$ cat src/rtl/core_pkg.sv
// ---------------------------------------------------------------------------
// core_pkg
// Shared definitions for the core's instruction-decode register file.
//   rf_state_t : register-file life cycle, clearing sweep (RF_INIT) followed by
//                normal operation (RF_RUN).
//   CORE_XLEN  : default register data width.
//   CORE_NREG  : default number of architectural registers.
// ---------------------------------------------------------------------------
package core_pkg;

   localparam int CORE_XLEN = 32;
   localparam int CORE_NREG = 32;

   typedef enum logic {
      RF_INIT,
      RF_RUN
   } rf_state_t;

endpackage

$ cat src/rtl/core_id_reg_file_sb.sv
// ---------------------------------------------------------------------------
// core_id_reg_file_sb
// Pending-register scoreboard. One bit per architectural register marks a
// destination that has been reserved by an issued instruction but not yet
// written back.
//   clk, rst   : clock, synchronous active-high reset (clears all bits)
//   set_en     : reserve set_addr (already qualified by the caller)
//   set_addr   : register to mark pending
//   clr_en     : per write port, clear the bit at the port's address
//   clr_addr   : packed write-port addresses, port j at [j*AW +: AW]
//   look_addr  : packed read-port addresses, port i at [i*AW +: AW]
//   look_busy  : per read port, pending value as it will be after this edge
// A reservation wins over a clear of the same register in the same cycle,
// because the destination belongs to the newly issued instruction.
// ---------------------------------------------------------------------------
module core_id_reg_file_sb
#(
   parameter  int NREG = 32,
   parameter  int NRD  = 2,
   parameter  int NWR  = 2,
   localparam int AW   = $clog2(NREG)
) (
   input  logic              clk,
   input  logic              rst,
   input  logic              set_en,
   input  logic [AW-1:0]     set_addr,
   input  logic [NWR-1:0]    clr_en,
   input  logic [NWR*AW-1:0] clr_addr,
   input  logic [NRD*AW-1:0] look_addr,
   output logic [NRD-1:0]    look_busy
);

   logic [NREG-1:0] pending_q;
   logic [NREG-1:0] pending_d;

   // Guards indexing when NREG is not a power of two.
   function automatic logic in_range(input logic [AW-1:0] a);
      return {1'b0, a} < (AW+1)'(NREG);
   endfunction

   always_comb begin
      pending_d = pending_q;
      for (int j = 0; j < NWR; j++) begin
         if (clr_en[j] && in_range(clr_addr[j*AW +: AW])) begin
            pending_d[clr_addr[j*AW +: AW]] = 1'b0;
         end
      end
      // Applied after the clears so it takes priority.
      if (set_en && in_range(set_addr)) begin
         pending_d[set_addr] = 1'b1;
      end
   end

   always_ff @(posedge clk) begin
      if (rst) begin
         pending_q <= '0;
      end else begin
         pending_q <= pending_d;
      end
   end

   // Lookup sees the post-edge value so a read captures same-cycle set/clear.
   always_comb begin
      look_busy = '0;
      for (int i = 0; i < NRD; i++) begin
         if (in_range(look_addr[i*AW +: AW])) begin
            look_busy[i] = pending_d[look_addr[i*AW +: AW]];
         end
      end
   end

endmodule

$ cat src/rtl/core_id_reg_file_mp.sv
// ---------------------------------------------------------------------------
// core_id_reg_file_mp
// Multi-ported register file for the decode stage with write bypass, a
// pending-register scoreboard and a self-clearing start-up sweep.
//   clk, rst  : clock, synchronous active-high reset
//   rd_en     : per read port enable; a disabled port holds its outputs
//   rd_addr   : packed read addresses, port i at [i*AW +: AW]
//   rd_data   : packed registered read data, port i at [i*XLEN +: XLEN]
//   rd_busy   : registered pending flag of each port's captured address
//   wr_en     : per write port enable
//   wr_addr   : packed write addresses
//   wr_data   : packed write data
//   rsv_en    : reserve (mark pending) rsv_addr
//   rsv_addr  : destination register of the issued instruction
//   init_done : high once the clearing sweep has finished
// Register 0 is hard-wired to zero; addresses >= NREG read as zero and are
// never written or reserved. While the sweep runs, external writes and
// reservations are dropped and enabled reads return zero.
// ---------------------------------------------------------------------------
module core_id_reg_file_mp
   import core_pkg::*;
#(
   parameter  int XLEN = CORE_XLEN,
   parameter  int NREG = CORE_NREG,
   parameter  int NRD  = 2,
   parameter  int NWR  = 2,
   localparam int AW   = $clog2(NREG)
) (
   input  logic                clk,
   input  logic                rst,
   input  logic [NRD-1:0]      rd_en,
   input  logic [NRD*AW-1:0]   rd_addr,
   output logic [NRD*XLEN-1:0] rd_data,
   output logic [NRD-1:0]      rd_busy,
   input  logic [NWR-1:0]      wr_en,
   input  logic [NWR*AW-1:0]   wr_addr,
   input  logic [NWR*XLEN-1:0] wr_data,
   input  logic                rsv_en,
   input  logic [AW-1:0]       rsv_addr,
   output logic                init_done
);

   rf_state_t       state_q, state_d;
   logic [AW-1:0]   idx_q, idx_d;
   logic            init_we;
   logic            run;

   logic [XLEN-1:0] regs [NREG];

   logic [NWR-1:0]  wr_ok;
   logic            rsv_ok;
   logic [XLEN-1:0] rd_d_nxt [NRD];
   logic [NRD-1:0]  rd_b_nxt;
   logic [NRD-1:0]  sb_busy;

   // Nonzero and inside the implemented register range.
   function automatic logic addr_ok(input logic [AW-1:0] a);
      return (a != '0) && ({1'b0, a} < (AW+1)'(NREG));
   endfunction

   // ------------------------------------------------------------------
   // Clearing sweep: one register per cycle, then RUN until reset.
   // ------------------------------------------------------------------
   // NOTE: state registers use non-blocking assignments so every flop
   // samples the pre-edge values regardless of block evaluation order.
   always_ff @(posedge clk) begin
      if (rst) begin
         state_q <= RF_INIT;
         idx_q   <= '0;
      end else begin
         state_q <= state_d;
         idx_q   <= idx_d;
      end
   end

   // NOTE: every output of a combinational block gets a default first so no
   // path leaves a value unassigned and no latch is inferred.
   always_comb begin
      state_d = state_q;
      idx_d   = idx_q;
      init_we = 1'b0;
      case (state_q)
         RF_INIT: begin
            init_we = 1'b1;
            if (idx_q == AW'(NREG - 1)) begin
               state_d = RF_RUN;
            end else begin
               idx_d = idx_q + 1'b1;
            end
         end
         RF_RUN:  state_d = RF_RUN;
         default: state_d = RF_INIT;
      endcase
   end

   assign run       = (state_q == RF_RUN);
   assign init_done = run;

   // ------------------------------------------------------------------
   // Write / reservation qualification
   // ------------------------------------------------------------------
   always_comb begin
      wr_ok = '0;
      for (int j = 0; j < NWR; j++) begin
         wr_ok[j] = run && wr_en[j] && addr_ok(wr_addr[j*AW +: AW]);
      end
   end

   assign rsv_ok = run && rsv_en && addr_ok(rsv_addr);

   // ------------------------------------------------------------------
   // Storage. Higher-index ports are applied later in the loop, so they
   // win when several ports hit the same register.
   // ------------------------------------------------------------------
   // NOTE: the register array has no reset; contents are zeroed by the
   // INIT sweep instead, which keeps the array mappable to plain storage.
   always_ff @(posedge clk) begin
      if (init_we) begin
         regs[idx_q] <= '0;
      end
      for (int j = 0; j < NWR; j++) begin
         if (wr_ok[j]) begin
            regs[wr_addr[j*AW +: AW]] <= wr_data[j*XLEN +: XLEN];
         end
      end
   end

   // ------------------------------------------------------------------
   // Read path with same-cycle bypass (highest-index matching port wins)
   // ------------------------------------------------------------------
   always_comb begin
      for (int i = 0; i < NRD; i++) begin
         rd_d_nxt[i] = '0;
         rd_b_nxt[i] = 1'b0;
         if (run && addr_ok(rd_addr[i*AW +: AW])) begin
            rd_d_nxt[i] = regs[rd_addr[i*AW +: AW]];
            rd_b_nxt[i] = sb_busy[i];
            for (int j = 0; j < NWR; j++) begin
               if (wr_ok[j] && (wr_addr[j*AW +: AW] == rd_addr[i*AW +: AW])) begin
                  rd_d_nxt[i] = wr_data[j*XLEN +: XLEN];
               end
            end
         end
      end
   end

   always_ff @(posedge clk) begin
      if (rst) begin
         rd_data <= '0;
         rd_busy <= '0;
      end else begin
         for (int i = 0; i < NRD; i++) begin
            if (rd_en[i]) begin
               rd_data[i*XLEN +: XLEN] <= rd_d_nxt[i];
               rd_busy[i]              <= rd_b_nxt[i];
            end
         end
      end
   end

   // ------------------------------------------------------------------
   // Scoreboard
   // ------------------------------------------------------------------
   core_id_reg_file_sb #(
      .NREG (NREG),
      .NRD  (NRD),
      .NWR  (NWR)
   ) u_sb (
      .clk       (clk),
      .rst       (rst),
      .set_en    (rsv_ok),
      .set_addr  (rsv_addr),
      .clr_en    (wr_ok),
      .clr_addr  (wr_addr),
      .look_addr (rd_addr),
      .look_busy (sb_busy)
   );

endmodule

$ cat config.mk
export PLATFORM = sky130hd
export DESIGN_NAME = core_id_reg_file_mp
export DESIGN_NICKNAME = d
export VERILOG_FILES = /design/src/rtl/core_pkg.sv /design/src/rtl/core_id_reg_file_sb.sv /design/src/rtl/core_id_reg_file_mp.sv
export SDC_FILE = /design/constraint.sdc
export NUM_CORES = 2
export LEC_CHECK = 0
export ABC_AREA = 1
export CAP_MARGIN = 40
export CORE_MARGIN = 1.5
export CORE_UTILIZATION = 25
export CTS_CLUSTER_SIZE = 16
export DETAILED_ROUTE_END_ITERATION = 7
export PLACE_DENSITY = 0.37
export SYNTH_ARGS = -nofsm -noshare
export SYNTH_HDL_FRONTEND = slang
export SYNTH_SLANG_ARGS = --single-unit
$ cat constraint.sdc
create_clock -name clk -period 5.8 [get_ports clk]
set_clock_uncertainty 0.1 [all_clocks]
set_input_delay 1.74 -clock clk [delete_from_list [all_inputs] [get_ports clk]]
set_output_delay 1.74 -clock clk [all_outputs]
set_load 0.01 [all_outputs]
======== Word-level counts from Yosys, hierarchy flattened ========
Memory sizes are Yosys's and may differ from the RTL's.
Index checks and enable logic that the tools add are counted.
operators by class
  add/subtract/negate cells ............... 1
  order comparisons ....................... 8
  eq/ne operators ......................... 5
  muxes and demuxes ....................... 31
  bitwise operators ....................... 7
  reductions and logical operators ........ 22
operators with widths
  cell                                                                                  number
  32-bit 2-to-1 mux                                                                     10
  32-bit AND                                                                            2
  32-bit NOT                                                                            2
  32-bit OR                                                                             1
  32-bit OR reduction                                                                   1
  5-bit by 6-bit < comparator with 1-bit output (second input constant)                 5
  5-bit nonzero test                                                                    5
  5-bit == test                                                                         4
  1-bit demux with 5-bit select                                                         3
  5-bit by 1-bit greater-or-equal comparator with 1-bit output (second input constant)  3
  1-bit logical AND                                                                     15
  1-bit 2-to-1 mux                                                                      14
  1-bit binary-select mux with 5-bit select                                             2
  5-bit by 1-bit adder with 5-bit output (second input constant)                        1
  5-bit == test (second input constant)                                                 1
  5-bit 2-to-1 mux                                                                      1
  1-bit NOT                                                                             2
  1-bit one-hot mux with 2 select lines                                                 1
  2-bit AND reduction                                                                   1
word-level totals
  register bits ........................... 104
  memory bits (writable) .................. 1024
  output and inout bits ................... 67
  memories ................................ 1
memories
  name  words  bits a word  read ports  clocked after Yosys merged registers in  wr ports  RTL line                   text
  regs  32     32           2           0                                        2         core_id_reg_file_mp.sv:48  logic [XLEN-1:0] regs [NREG];

======== Longest topological paths before layout ========
  depth after elaboration ................. 14
  depth in mapped cells ................... 15
  mapped depth without buffers ............ 15

======== Cells and area by module ========
A second synthesis with hierarchy kept.
second synthesis, totals
  cell total of the unflattened synthesis .. 9513
  area total of the unflattened synthesis .. 69614.3 um^2
modules (own cells, without submodules)
  module               times used  cells an instance  area an instance (um^2)
  core_id_reg_file_mp  1           9096               67219.5
  core_id_reg_file_sb  1           417                2394.8

======== Worst setup path before layout ========
Ideal clock, no wire load.
  kind .................................... input to register
  start point ............................. input port wr_addr[4]
  end point ............................... memory regs[28][0] in the netlist's numbering, enable pin
  library setup time ...................... 0.466 ns
  arrival time ............................ 5.292 ns
  required time ........................... 5.234 ns
  setup slack ............................. -0.058 ns
  cell stages on the path ................. 12
  path buffers ............................ 3
  path through ............................ buf_4 -> nor2_1 -> nand3_4 -> nand2_4 -> buf_6 -> buf_6 -> nor2_1 -> a21oi_4 -> inv_1 -> nor2_1 -> inv_1 -> o21ai_0
RTL lines
  item         RTL line                   text
  from (decl)  core_id_reg_file_mp.sv:36  input logic [NWR*AW-1:0] wr_addr,
  to (decl)    core_id_reg_file_mp.sv:48

==> flow_summary.yaml <==
outcome:
  status: "completed"
yosys:
  synthTopCellsByArea: "edfxtp_1, o21ai_0, nand2_1, nand3_1, nor2_1"
  synthArstFlopShare: 0
  syn_area_mm2: 0.0674
  synth_edf_count: 1024
  synth_largest_area_cell: "edfxtp_1"
  yosysMostFrequentCell: "nand2_1"
  synth_cell_types: 37
  synth_nets: 8787
  synth_top_area_frac: 0.456
  avgSynthCellArea_um2: 7.76
  synthCells: 8689
  ys_seq_area_frac: 0.487
  synth-seq-cells: 1128
  ys.flop_type: "edfxtp_1"
  synth_commonest_cells: "nand2_1, o21ai_0, edfxtp_1, nor2_1, nand3_1"
  synth_warnings: 0
drt:
  top_layer: "met5"
  drt_iter0_markers: 7331
  drc_errors: 0
  finalWirelength_mm: 372
  vias_per_cell: 5.46
  routedLengthMet1_mm: 156
  met3_length_mm: 24.4
  drt-pass1-iter-count: 6
  wl_per_cell_um: 30.7
  vias: 66000
  routed-wl-met2_mm: 171
  ant_nets: 0
clock_tree:
  path_clk_slew_ps: 60
  cts_tree: "yes"
  clockBufferDepth: 3
  cts_resized: 0
  post_cts_buffers: 0
  cts-root-buf: "clkbuf_16"
  clk_latency_ps: 830
  cts_num_sinks: 1128
  numCtsBuffers: 148
  postCtsHoldBufs: 0
  h-tree-depth: 4
place:
  dp_hpwl_mm: 235
  gp_congestion: 0.885
  dp.cells: 11800
  port_buffers: 162
  place_area_mm2: 0.0743
setup_path:
  setup.worst_path.start: "wr_addr[1]"
  r2r-start: "init_done"
  crit_type: "in -> reg"
  start_kind: "primary input"
  crit_path_end_kind: "register"
  reg2reg_depth: 9
  reg2reg_slack_ps: 2250
  rr_endpoint: "regs[7][10]"
  cp_max_fo: 23
  arrival_ps: 4620
  cp_data_required_time_ps: 6130
sta:
  hold_viol: 0
  clock.fmax_mhz: 233
  setup_violations: 0
  finalCriticalPeriod_ps: 4280
  finalMaxSlewViolations: 0
  worst_slew_pin_slew_ps: 986
  rsz0062_at_grt: "no"
  fin_crit_sh: 0.739
  slew_headroom: 0.338
power_and_ir_drop:
  power.leakage_nw: 26.6
  peakVddDrop_mv: 0.327
  power_density_mw_per_mm2: 259
global_route:
  grt_pass1_vias: 61400
  grt_max_degree: 114
  groute.usage.overall: 0.265
  grt_overflow: 0
  grt_pass1_wl_mm: 509
  grt_antenna_before_repair: 9
worst_hold_path:
  whs_path_depth: 2
  hold_class: "reg -> reg"
  min_to: "u_sb.pending_q[0]"
  min_from: "u_sb.pending_q[0]"
floorplanning:
  die_area_mm2: 0.273
  start_util: 0.251
  die_h_um: 522
  ios: 163
  rows: 190
  die_w_um: 522
  core_mm2: 0.268
final_layout:
  nets: 8531
  drive_above_1_share: 0.0782
  syn2layout_area_growth_pct: 17.1
  final_cell_area_mm2: 0.0789
  final_cells: 12100
run:
  cap_violations: 0
[cell usage in the layout (no fill, tap or decap), types with 27 or more instances in the layout]
master,synthesis,routed
nand2_1,2077,2061
o21ai_0,1946,1937
edfxtp_1,1024,1024
nor2_1,708,673
nand3_1,595,594
inv_1,393,374
o211ai_1,289,289
o22ai_1,258,258
buf_4,12,243
a21oi_1,212,212
clkbuf_16,0,151
clkdlybuf4s50_1,0,151
dfxtp_1,104,104
buf_12,0,89
clkbuf_1,538,48
o221ai_1,39,39
o21ai_1,57,35
clkinv_1,2,33
o21ai_4,0,31
clkinv_2,0,27
[through the flow]
stage          utilization  power (W)  hold WS, ps  setup TNS, ps  setup WS [ps]
6_report             0.294     0.0205          351              0           1520
3_3_place_gp         0.275     0.0113          346              0            694
5_1_grt              0.294     0.0210          380              0           1410
3_5_place_dp         0.277     0.0114          343              0            748
2_1_floorplan            -     0.0102          316          -7410          -57.9
4_1_cts              0.294     0.0206          352              0           1590
[routing by layer]
layer / vias to the layer above / track usage
li1: 29600 / -
met1: 32500 / 0.344
met2: 3186 / 0.428
met3: 723 / 0.0403
met4: 4 / 0.131
met5: - / 0
[sequential cells by signal, indices dropped and copies added, names as in the netlist]
signal and cells:
idx_q 5, rd_data 64, init_done 1, u_sb.pending_q 32, rd_busy 2, regs 1024
[worst max-delay path: stages]
cell,delay [ps]
clkdlybuf4s50_1,480
nor2_4,220
nand3_4,150
nand2_4,230
inv_2,60
or2_2,280
o21ai_2,130
inv_1,100
nor2_1,140
nand2_1,290
o21ai_4,230
buf_4,510
[layout make-up]
type | instances | area [µm²]
fillers | 28500 | 189000
flip-flops and latches | 1128 | 32800
multi-input cells | 6242 | 29800
repair buffers | 506 | 5610
well taps | 3552 | 4440
clock buffers | 199 | 3960
inverters | 407 | 1590
clock inverters | 64 | 657
diodes | 5 | 12.5
[cells by family after synthesis]
group | Yosys count | share of synthesized area
AOI/OAI and AO/OA | 2805 | 0.226
and+or+nand+nor | 3423 | 0.204
xor gates and xnor gates | 12 | 0.00156
buffers and inverters | 1319 | 0.0804
DFF | 1128 | 0.487
adders and majority gates | 2 | 0.000371
[worst max path at each step]
stage	to	depth (start not counted)
2_1_floorplan	regs[28][0]	12
3_3_place_gp	regs[27][21]	11
3_5_place_dp	regs[7][6]	12
4_1_cts	regs[7][10]	12
5_1_grt	regs[7][19]	12
6_report	regs[7][10]	12
[power by group]
part	internal, W	switching (W)	leakage, nW
Combinational	0.000593	0.00179	15.0
Sequential	0.00883	0.0000312	9.35
Clock	0.00516	0.00405	2.23
(Power assumes the default switching activity.)
